### src/rtl/key_debouncer_if.sv
// -----------------------------------------------------------------------------
// key_debouncer_if
//   Groups the key bus of the push-button front end.
//   key_n          raw keys, active-low, asynchronous to clk
//   pressed        debounced level per key, 1 = held
//   press_pulse    one-cycle strobe on accepted press (and auto-repeat)
//   release_pulse  one-cycle strobe on accepted release
//   master : board/stimulus side (drives key_n, observes the results)
//   slave  : debouncer side (samples key_n, drives the results)
// -----------------------------------------------------------------------------
interface key_debouncer_if #(
    parameter int N_KEYS = 3
);
    logic [N_KEYS-1:0] key_n;
    logic [N_KEYS-1:0] pressed;
    logic [N_KEYS-1:0] press_pulse;
    logic [N_KEYS-1:0] release_pulse;

    modport master (
        output key_n,
        input  pressed,
        input  press_pulse,
        input  release_pulse
    );

    modport slave (
        input  key_n,
        output pressed,
        output press_pulse,
        output release_pulse
    );
endinterface

### src/rtl/key_debouncer.sv
// -----------------------------------------------------------------------------
// key_debouncer
//   Synchronises and debounces N_KEYS active-low push-buttons, producing a
//   clean active-high level and one-cycle press/release strobes per key.
//   Each key is handled by an independent key_debouncer_ch instance.
//
//   Ports (top):
//     clk   system clock, rising edge
//     rst   synchronous active-high reset
//     kif   key_debouncer_if.slave : key_n in, pressed/press_pulse/
//           release_pulse out (all outputs registered)
//
//   Optional feature: define KEY_AUTOREPEAT_EN to add auto-repeat press
//   strobes (first after REPEAT_DELAY cycles held, then every REPEAT_PERIOD).
//   Without the macro no repeat logic exists and REPEAT_* are unused.
// -----------------------------------------------------------------------------

// Per-key channel: 2-flop synchroniser, stability counter, output registers.
module key_debouncer_ch #(
    parameter int STABLE_CYCLES = 500000
`ifdef KEY_AUTOREPEAT_EN
    ,
    parameter int REPEAT_DELAY  = 25000000,
    parameter int REPEAT_PERIOD = 5000000
`endif
) (
    input  logic clk,
    input  logic rst,
    input  logic key_n_i,
    output logic pressed_o,
    output logic press_pulse_o,
    output logic release_pulse_o
);
    localparam int CW = (STABLE_CYCLES > 1) ? $clog2(STABLE_CYCLES) : 1;
    localparam logic [CW-1:0] CNT_LAST = CW'(STABLE_CYCLES - 1);

    logic          s1_q, s2_q;
    logic [CW-1:0] cnt_q, cnt_d;
    logic          pressed_q, pressed_d;
    logic          press_q, press_d;
    logic          release_q, release_d;
    logic          mismatch, accept, rpt_fire;

    // s2 is active-low; a mismatch means the synchronised key disagrees
    // with the accepted level. The window only completes when the
    // disagreement has persisted for STABLE_CYCLES consecutive edges.
    always_comb begin
        mismatch  = (~s2_q) != pressed_q;
        accept    = mismatch && (cnt_q == CNT_LAST);
        cnt_d     = '0;
        pressed_d = pressed_q;
        release_d = 1'b0;
        if (mismatch && !accept) begin
            cnt_d = cnt_q + CW'(1);
        end
        if (accept) begin
            pressed_d = ~s2_q;
            release_d = s2_q;
        end
    end

`ifdef KEY_AUTOREPEAT_EN
    localparam int RMAX = (REPEAT_DELAY > REPEAT_PERIOD) ? REPEAT_DELAY : REPEAT_PERIOD;
    localparam int RW   = (RMAX > 1) ? $clog2(RMAX) : 1;
    localparam logic [RW-1:0] RC_DLY_LAST = RW'(REPEAT_DELAY - 1);
    localparam logic [RW-1:0] RC_PER_LAST = RW'(REPEAT_PERIOD - 1);

    typedef enum logic {
        RPT_WAIT_DELAY  = 1'b0,
        RPT_WAIT_PERIOD = 1'b1
    } rpt_state_e;

    rpt_state_e    rpt_q, rpt_d;
    logic [RW-1:0] rc_q, rc_d;

    // Repeat timing runs only while the key is held and not on an accept
    // edge; that both restarts it on press and kills it on release.
    always_comb begin
        rc_d     = '0;
        rpt_d    = RPT_WAIT_DELAY;
        rpt_fire = 1'b0;
        if (pressed_q && !accept) begin
            rpt_d = rpt_q;
            if ((rpt_q == RPT_WAIT_DELAY  && rc_q == RC_DLY_LAST) ||
                (rpt_q == RPT_WAIT_PERIOD && rc_q == RC_PER_LAST)) begin
                rpt_fire = 1'b1;
                rpt_d    = RPT_WAIT_PERIOD;
            end else begin
                rc_d = rc_q + RW'(1);
            end
        end
    end

    always_ff @(posedge clk) begin
        if (rst) begin
            rc_q  <= '0;
            rpt_q <= RPT_WAIT_DELAY;
        end else begin
            rc_q  <= rc_d;
            rpt_q <= rpt_d;
        end
    end
`else
    assign rpt_fire = 1'b0;
`endif

    assign press_d = (accept & ~s2_q) | rpt_fire;

    always_ff @(posedge clk) begin
        if (rst) begin
            s1_q      <= 1'b1;
            s2_q      <= 1'b1;
            cnt_q     <= '0;
            pressed_q <= 1'b0;
            press_q   <= 1'b0;
            release_q <= 1'b0;
        end else begin
            s1_q      <= key_n_i;
            s2_q      <= s1_q;
            cnt_q     <= cnt_d;
            pressed_q <= pressed_d;
            press_q   <= press_d;
            release_q <= release_d;
        end
    end

    assign pressed_o       = pressed_q;
    assign press_pulse_o   = press_q;
    assign release_pulse_o = release_q;
endmodule

module key_debouncer #(
    parameter int N_KEYS        = 3,
    parameter int STABLE_CYCLES = 500000,
    parameter int REPEAT_DELAY  = 25000000,
    parameter int REPEAT_PERIOD = 5000000
) (
    input  logic           clk,
    input  logic           rst,
    key_debouncer_if.slave kif
);
    // Reject configurations the counters cannot honour.
    if (STABLE_CYCLES < 2 || REPEAT_DELAY < 1 || REPEAT_PERIOD < 1) begin : g_bad_cfg
        $error("key_debouncer: illegal timing parameters");
    end

    logic [N_KEYS-1:0] pressed_w, press_w, release_w;

    for (genvar i = 0; i < N_KEYS; i++) begin : g_ch
        key_debouncer_ch #(
            .STABLE_CYCLES (STABLE_CYCLES)
`ifdef KEY_AUTOREPEAT_EN
            ,
            .REPEAT_DELAY  (REPEAT_DELAY),
            .REPEAT_PERIOD (REPEAT_PERIOD)
`endif
        ) u_ch (
            .clk             (clk),
            .rst             (rst),
            .key_n_i         (kif.key_n[i]),
            .pressed_o       (pressed_w[i]),
            .press_pulse_o   (press_w[i]),
            .release_pulse_o (release_w[i])
        );
    end

    assign kif.pressed       = pressed_w;
    assign kif.press_pulse   = press_w;
    assign kif.release_pulse = release_w;
endmodule

### src/flat_wrapper.sv
// flat-port wrapper written by rule: the top's interface ports become plain ports
module key_debouncer_flat 
#(
    parameter int N_KEYS        = 3,
    parameter int STABLE_CYCLES = 500000,
    parameter int REPEAT_DELAY  = 25000000,
    parameter int REPEAT_PERIOD = 5000000
)
  (clk, rst, kif_key_n, kif_pressed, kif_press_pulse, kif_release_pulse);
  key_debouncer_if #(.N_KEYS(N_KEYS)) kif_i ();
  input  logic clk;
  input  logic rst;
  input wire logic [$bits(kif_i.key_n)-1:0] kif_key_n;
  output wire logic [$bits(kif_i.pressed)-1:0] kif_pressed;
  output wire logic [$bits(kif_i.press_pulse)-1:0] kif_press_pulse;
  output wire logic [$bits(kif_i.release_pulse)-1:0] kif_release_pulse;
  assign kif_i.key_n = kif_key_n;
  assign kif_pressed = kif_i.pressed;
  assign kif_press_pulse = kif_i.press_pulse;
  assign kif_release_pulse = kif_i.release_pulse;
  key_debouncer #(.N_KEYS(N_KEYS), .STABLE_CYCLES(STABLE_CYCLES), .REPEAT_DELAY(REPEAT_DELAY), .REPEAT_PERIOD(REPEAT_PERIOD)) u_core (.clk(clk), .rst(rst), .kif(kif_i));
endmodule
### config.mk
export PLATFORM = sky130hd
export DESIGN_NAME = key_debouncer_flat
export DESIGN_NICKNAME = d
export VERILOG_FILES = /design/src/rtl/key_debouncer_if.sv /design/src/rtl/key_debouncer.sv /design/src/flat_wrapper.sv
export SDC_FILE = /design/constraint.sdc
export NUM_CORES = 1
export LEC_CHECK = 0
export ABC_AREA = 1
export CAP_MARGIN = 20
export CORE_ASPECT_RATIO = 1.2
export CORE_UTILIZATION = 55
export DETAILED_ROUTE_END_ITERATION = 6
export HOLD_SLACK_MARGIN = 0.02
export PLACE_DENSITY = 0.81
export SETUP_SLACK_MARGIN = 0.3
export SYNTH_ARGS = -nofsm -noshare
export SYNTH_HDL_FRONTEND = slang
export SYNTH_SLANG_ARGS = --single-unit
### constraint.sdc
create_clock -name clk -period 1.7 [get_ports clk]
set_input_delay 0.51 -clock clk [delete_from_list [all_inputs] [get_ports clk]]
set_output_delay 0.51 -clock clk [all_outputs]
set_load 0.005 [all_outputs]
# [Yosys cells after proc, flatten, opt, wreduce, memory -nomap -nowiden]
# Cells that the tools add are included.
[op_classes] add_sub_neg=3 eq_ne=6 bitwise_logic=12 reduce_logical=15
[op_table] cell="$add 19x1->19 const B" n=3
[op_table] cell="$eq 19x19->1 const B" n=3
[op_table] cell="$reduce_or 2->1" n=6
[op_table] cell="$not 1->1" n=9
[op_table] cell="$logic_and 1x1->1" n=6
[op_table] cell="$and 1x1->1" n=3
[op_table] cell="$logic_not 1->1" n=3
[op_table] cell="$ne 1x1->1" n=3
[word_totals] register_bits=72 input_bits=5 output_inout_bits=9 elab_cells=54

# [Depth between registers and ports, before layout]
[logic_depth] ltp_word=7 mapped_depth=10 depth_no_buf=10

# [Modules after synthesis]
# From an unflattened synthesis, not the netlist that was laid out.
[hier_totals] hier_cells=513 hier_area_um2=3614.7
[by_module_without_submodules] mod="key_debouncer_ch" n_inst=3 cells_per_inst=171 area_per_inst_um2=1204.9 seq_area_each_um2=480.5

# [Least setup slack after synthesis]
# Ideal clock, no wire load.
[synth_path] path_kind="reg-to-reg" startpoint="register u_core.g_ch[2].u_ch.cnt_q[0]" endpoint="register u_core.g_ch[2].u_ch.cnt_q[14]" setup_ns=0.114 arrival_ns=1.205 t_required_ns=1.586 slack_ns=0.381 path_stages_with_launch=8 path_buffers=1 period_less_slack_ns=1.319 path_cell_list="dfxtp_1 -> ha_1 -> inv_1 -> nor2_4 -> nand3_2 -> nand2_4 -> buf_6 -> nor2_1"
[synth_between] elab_chain_len=6 elab_cells_between_ends=7 cone_classes="add/sub: 1; eq/ne: 1; bitwise: 1; reduce/logical: 4"
[synth_lines] item="start, declared" line="key_debouncer.sv:38" rtl="logic [CW-1:0] cnt_q, cnt_d;"
[synth_lines] item="start signal, assigned" line="key_debouncer.sv:120" rtl="cnt_q <= cnt_d;"
[synth_lines] item="parallel branches: the longest is 6 deep, another holds $add 19x1->19"
# Parallel ways; which one is timed is not known.
# A chain may end at the register's enable or synchronous reset.

# [Worst setup path in the final report]
[layout_path] startpoint="register u_core.g_ch[2].u_ch.press_q" endpoint="output port kif_press_pulse[2]"
[layout_lines] item="start, declared" line="key_debouncer.sv:40" rtl="logic press_q, press_d;"
[layout_lines] item="start signal, assigned" line="key_debouncer.sv:122" rtl="press_q <= press_d;"
[layout_lines] item="end, declared" line="flat_wrapper.sv:15" rtl="output wire logic [$bits(kif_i.press_pulse)-1:0] kif_press_pulse;"
# No word-level cell between the ends.

==> flow_metrics.tcl <==
set metrics [dict create \
    ys_seq_elements 72 \
    fmax_mhz 738 \
    cts_made_buffers 9 \
    cellLeakagePower_nw 1.42 \
    core_area_mm2 0.00641 \
    hold_start "u_core.g_ch[2].u_ch.s1_q" \
    drtAntennaViolNets 0 \
    cp_cell_sequence "clkdlybuf4s15_1" \
    fin_cells 635 \
    tightest_slew_ns 0.366 \
    gp_congestion 0.941 \
    rr_endpoint "u_core.g_ch[1].u_ch.cnt_q[3]" \
    final-hold-violation-count 0 \
    h-tree-depth 3 \
    yosysTopAreaCellShare_pct 39.7 \
    antenna_found_initial 0 \
    busiest_layer "met2" \
    synth_flop_cell "dfxtp_1" \
    root_buffer "clkbuf_8" \
    dp_cells 612 \
    clock_latency_ns 0.34 \
    status "completed" \
    cts_tree "built" \
    drive_gt1_share_pct 18.7 \
    max_slew_margin_pct 75.4 \
    wl_per_cell_um 11.8 \
    r2r_slack_ns 0.37 \
    critPathSlowestCell "dfxtp_1" \
    track_usage_pct 22.4 \
    path_buf_inv 1 \
    clock_skew_ns 0.00506 \
    use_met1_pct 24.3 \
    worst_hold_slack_ns 0.428 \
    p_int_mw 2.62 \
    synth_area_leaders "dfxtp_1 (40%), nand2_1 (13%), nor2_1 (9.8%)" \
    r2r_start "u_core.g_ch[1].u_ch.pressed_o" \
    synth_edf_count 0 \
    min_period_over_period_pct 79.8 \
    p_sw_mw 0.632 \
    final_nets 554 \
    critPathCaptureType "primary output" \
    yosys-top-cells-count "nand2_1 (124), nor2_1 (95), dfxtp_1 (72), inv_1 (57), nand3_1 (32)" \
    ys_seq_area_share_pct 39.7 \
    dieArea_mm2 0.00694 \
    grt_max_degree 20 \
    sw_frac_of_total_pct 19.4 \
    fp.dieW_um 76.2 \
    netlist_instances 520 \
    syn_area_per_cell_um2 6.99 \
    met2_usage_pct 41.1 \
    post-route-cell-area_mm2 0.00425 \
    drc 0 \
    placed_area_mm2 0.00384 \
    cpLargestDelayFamily "flip-flops" \
    overflow 0 \
    syn-num-nets 528 \
    power_mw 3.25 \
    netlist_area_mm2 0.00363 \
    clockBufferDepth 2 \
    seqPwrFrac_pct 52.3 \
    drv_slew 0 \
    clk_pin_slew_worst_paths_ns 0.07 \
    clockPowerShare_pct 45.9 \
    grt_pass1_vias 3090 \
    routed_wl_mm 7.48 \
    reg2reg_depth 5 \
    critPathMaxStageDelay_ns 0.31 \
    ios 14 \
    die_y_um 91.1 \
    setup_viol 0 \
    first_iter_violations 186 \
    critPathRequiredTime_ns 1.19 \
    hold_path_depth 1 \
    utilization_pct 66.4 \
    hold_class "reg2reg" \
    pre_cts_ws_ns -0.0531 \
    crit_type "reg2out" \
    hold_end "u_core.g_ch[2].u_ch.s2_q" \
    critPathMaxFanout 1 \
    std_cell_rows 32 \
    vias 3249 \
    clock-sinks 72 \
    ys_types 30 \
    area_growth_pct 17.0 \
    period_needed_ns 1.36 \
    rsz0062_at_grt "no" \
    yosys_warnings 0 \
    place_hpwl_mm 5.15 \
    setup_tns_ns 0 \
    setup_ws_ns 0.344 \
    vdd_drop_max_mv 0.556 \
    grt_pass1_wl_mm 12.6 \
    dr.pass1.iters 5 \
    synth_top_area_cell "dfxtp_1" \
    portBuffers 13 \
    worst_ep_arrival_time_ns 0.85 \
    met3_usage_pct 5.63 \
    cap_violations 0 \
    viasPerCell 5.12 \
    start_util_pct 56.7 \
    power_density_mw_per_mm2 764 \
    pwr-share-comb_pct 1.8 \
    yosysMostFrequentCell "nand2_1" \
    start_kind "flop" \
    synthArstFlopShare_pct 0 \
    cts_hold_buffers 0 \
    insertedDiodeCount 0 \
]
## metal layers
metal,up-vias,wire length (µm)
li1,1672,-
met1,1483,3210
met2,76,3810
met3,18,253
met4,0,207
met5,-,0
## how the worst max path moves through the flow
| stage | from | end | cells after the start |
|---|---|---|---|
| after CTS | u_core.g_ch[2].u_ch.pressed_o | kif_pressed[2] | 1 |
| after detailed placement | rst | u_core.g_ch[1].u_ch.cnt_q[11] | 5 |
| after global placement | rst | u_core.g_ch[1].u_ch.cnt_q[15] | 5 |
| after global routing | u_core.g_ch[0].u_ch.cnt_q[0] | u_core.g_ch[0].u_ch.pressed_o | 8 |
| final | u_core.g_ch[2].u_ch.press_pulse_o | kif_press_pulse[2] | 1 |
| after floorplan | u_core.g_ch[2].u_ch.cnt_q[0] | u_core.g_ch[2].u_ch.cnt_q[14] | 7 |
## logic make-up after synthesis
logic type / after synthesis / share of synthesized area (%)
AND/OR/NAND/NOR: 320 / 40.1
flip-flops: 72 / 39.7
buffers and inverters: 70 / 8.78
AO/OA/AOI/OAI: 32 / 4.68
XOR/XNOR: 23 / 5.75
adder cells (fa/ha/maj): 3 / 1.03
## cell type report
type / instances / area [µm²]
well taps: 85 / 106
multi-input cells: 380 / 2000
inverters: 57 / 216
fillers: 519 / 2150
flip-flops and latches: 72 / 1470
repair buffers: 26 / 240
clock inverters: 3 / 65.1
clock buffers: 12 / 155
## power groups by stage
stage          clock, mW  sequential [mW]  combinational (mW)
3_3_place_gp           0             1.74              0.0525
3_5_place_dp           0             1.74              0.0537
4_1_cts             1.52             1.70              0.0546
2_1_floorplan          0             1.74              0.0301
5_1_grt             1.60             1.70              0.0643
6_report            1.49             1.70              0.0590
## placed cells by master, fill, tap and decap left out, drive strengths merged
| cell | instances |
|---|---|
| dfxtp | 72 |
| o21ai | 7 |
| clkbuf | 15 |
| clkdlybuf4s50 | 3 |
| nand3 | 35 |
| nand2 | 135 |
| xor2 | 12 |
| inv | 57 |
| or2 | 13 |
| nand3b | 5 |
| nand4 | 13 |
| a21oi | 24 |
| dlymetal6s2s | 1 |
| clkdlybuf4s15 | 6 |
| nor3b | 1 |
| bufinv | 2 |
| clkinv | 1 |
| nor3 | 4 |
| buf | 13 |
| nor2 | 114 |
| and2 | 2 |
| xnor2 | 11 |
| ha | 3 |
| o21bai | 1 |
## sequential cells by signal (all words and copies together) (netlist names)
| register | count |
|---|---|
| u_core.g_ch.u_ch.cnt_q | 57 |
| u_core.g_ch.u_ch.press_pulse_o | 3 |
| u_core.g_ch.u_ch.s2_q | 3 |
| u_core.g_ch.u_ch.s1_q | 3 |
| u_core.g_ch.u_ch.release_pulse_o | 3 |
| u_core.g_ch.u_ch.pressed_o | 3 |
## timing repair
| item | in CTS | in global routing |
|---|---|---|
| setup endpoints to repair | 65 | 61 |
| hold endpoints to repair | 0 | 0 |
| pin swaps | 2 | 6 |
| setup buffers | 5 | 1 |
| gates resized for setup | 34 | 33 |
| cloned | 0 | 2 |
(Power assumes the default switching activity.)
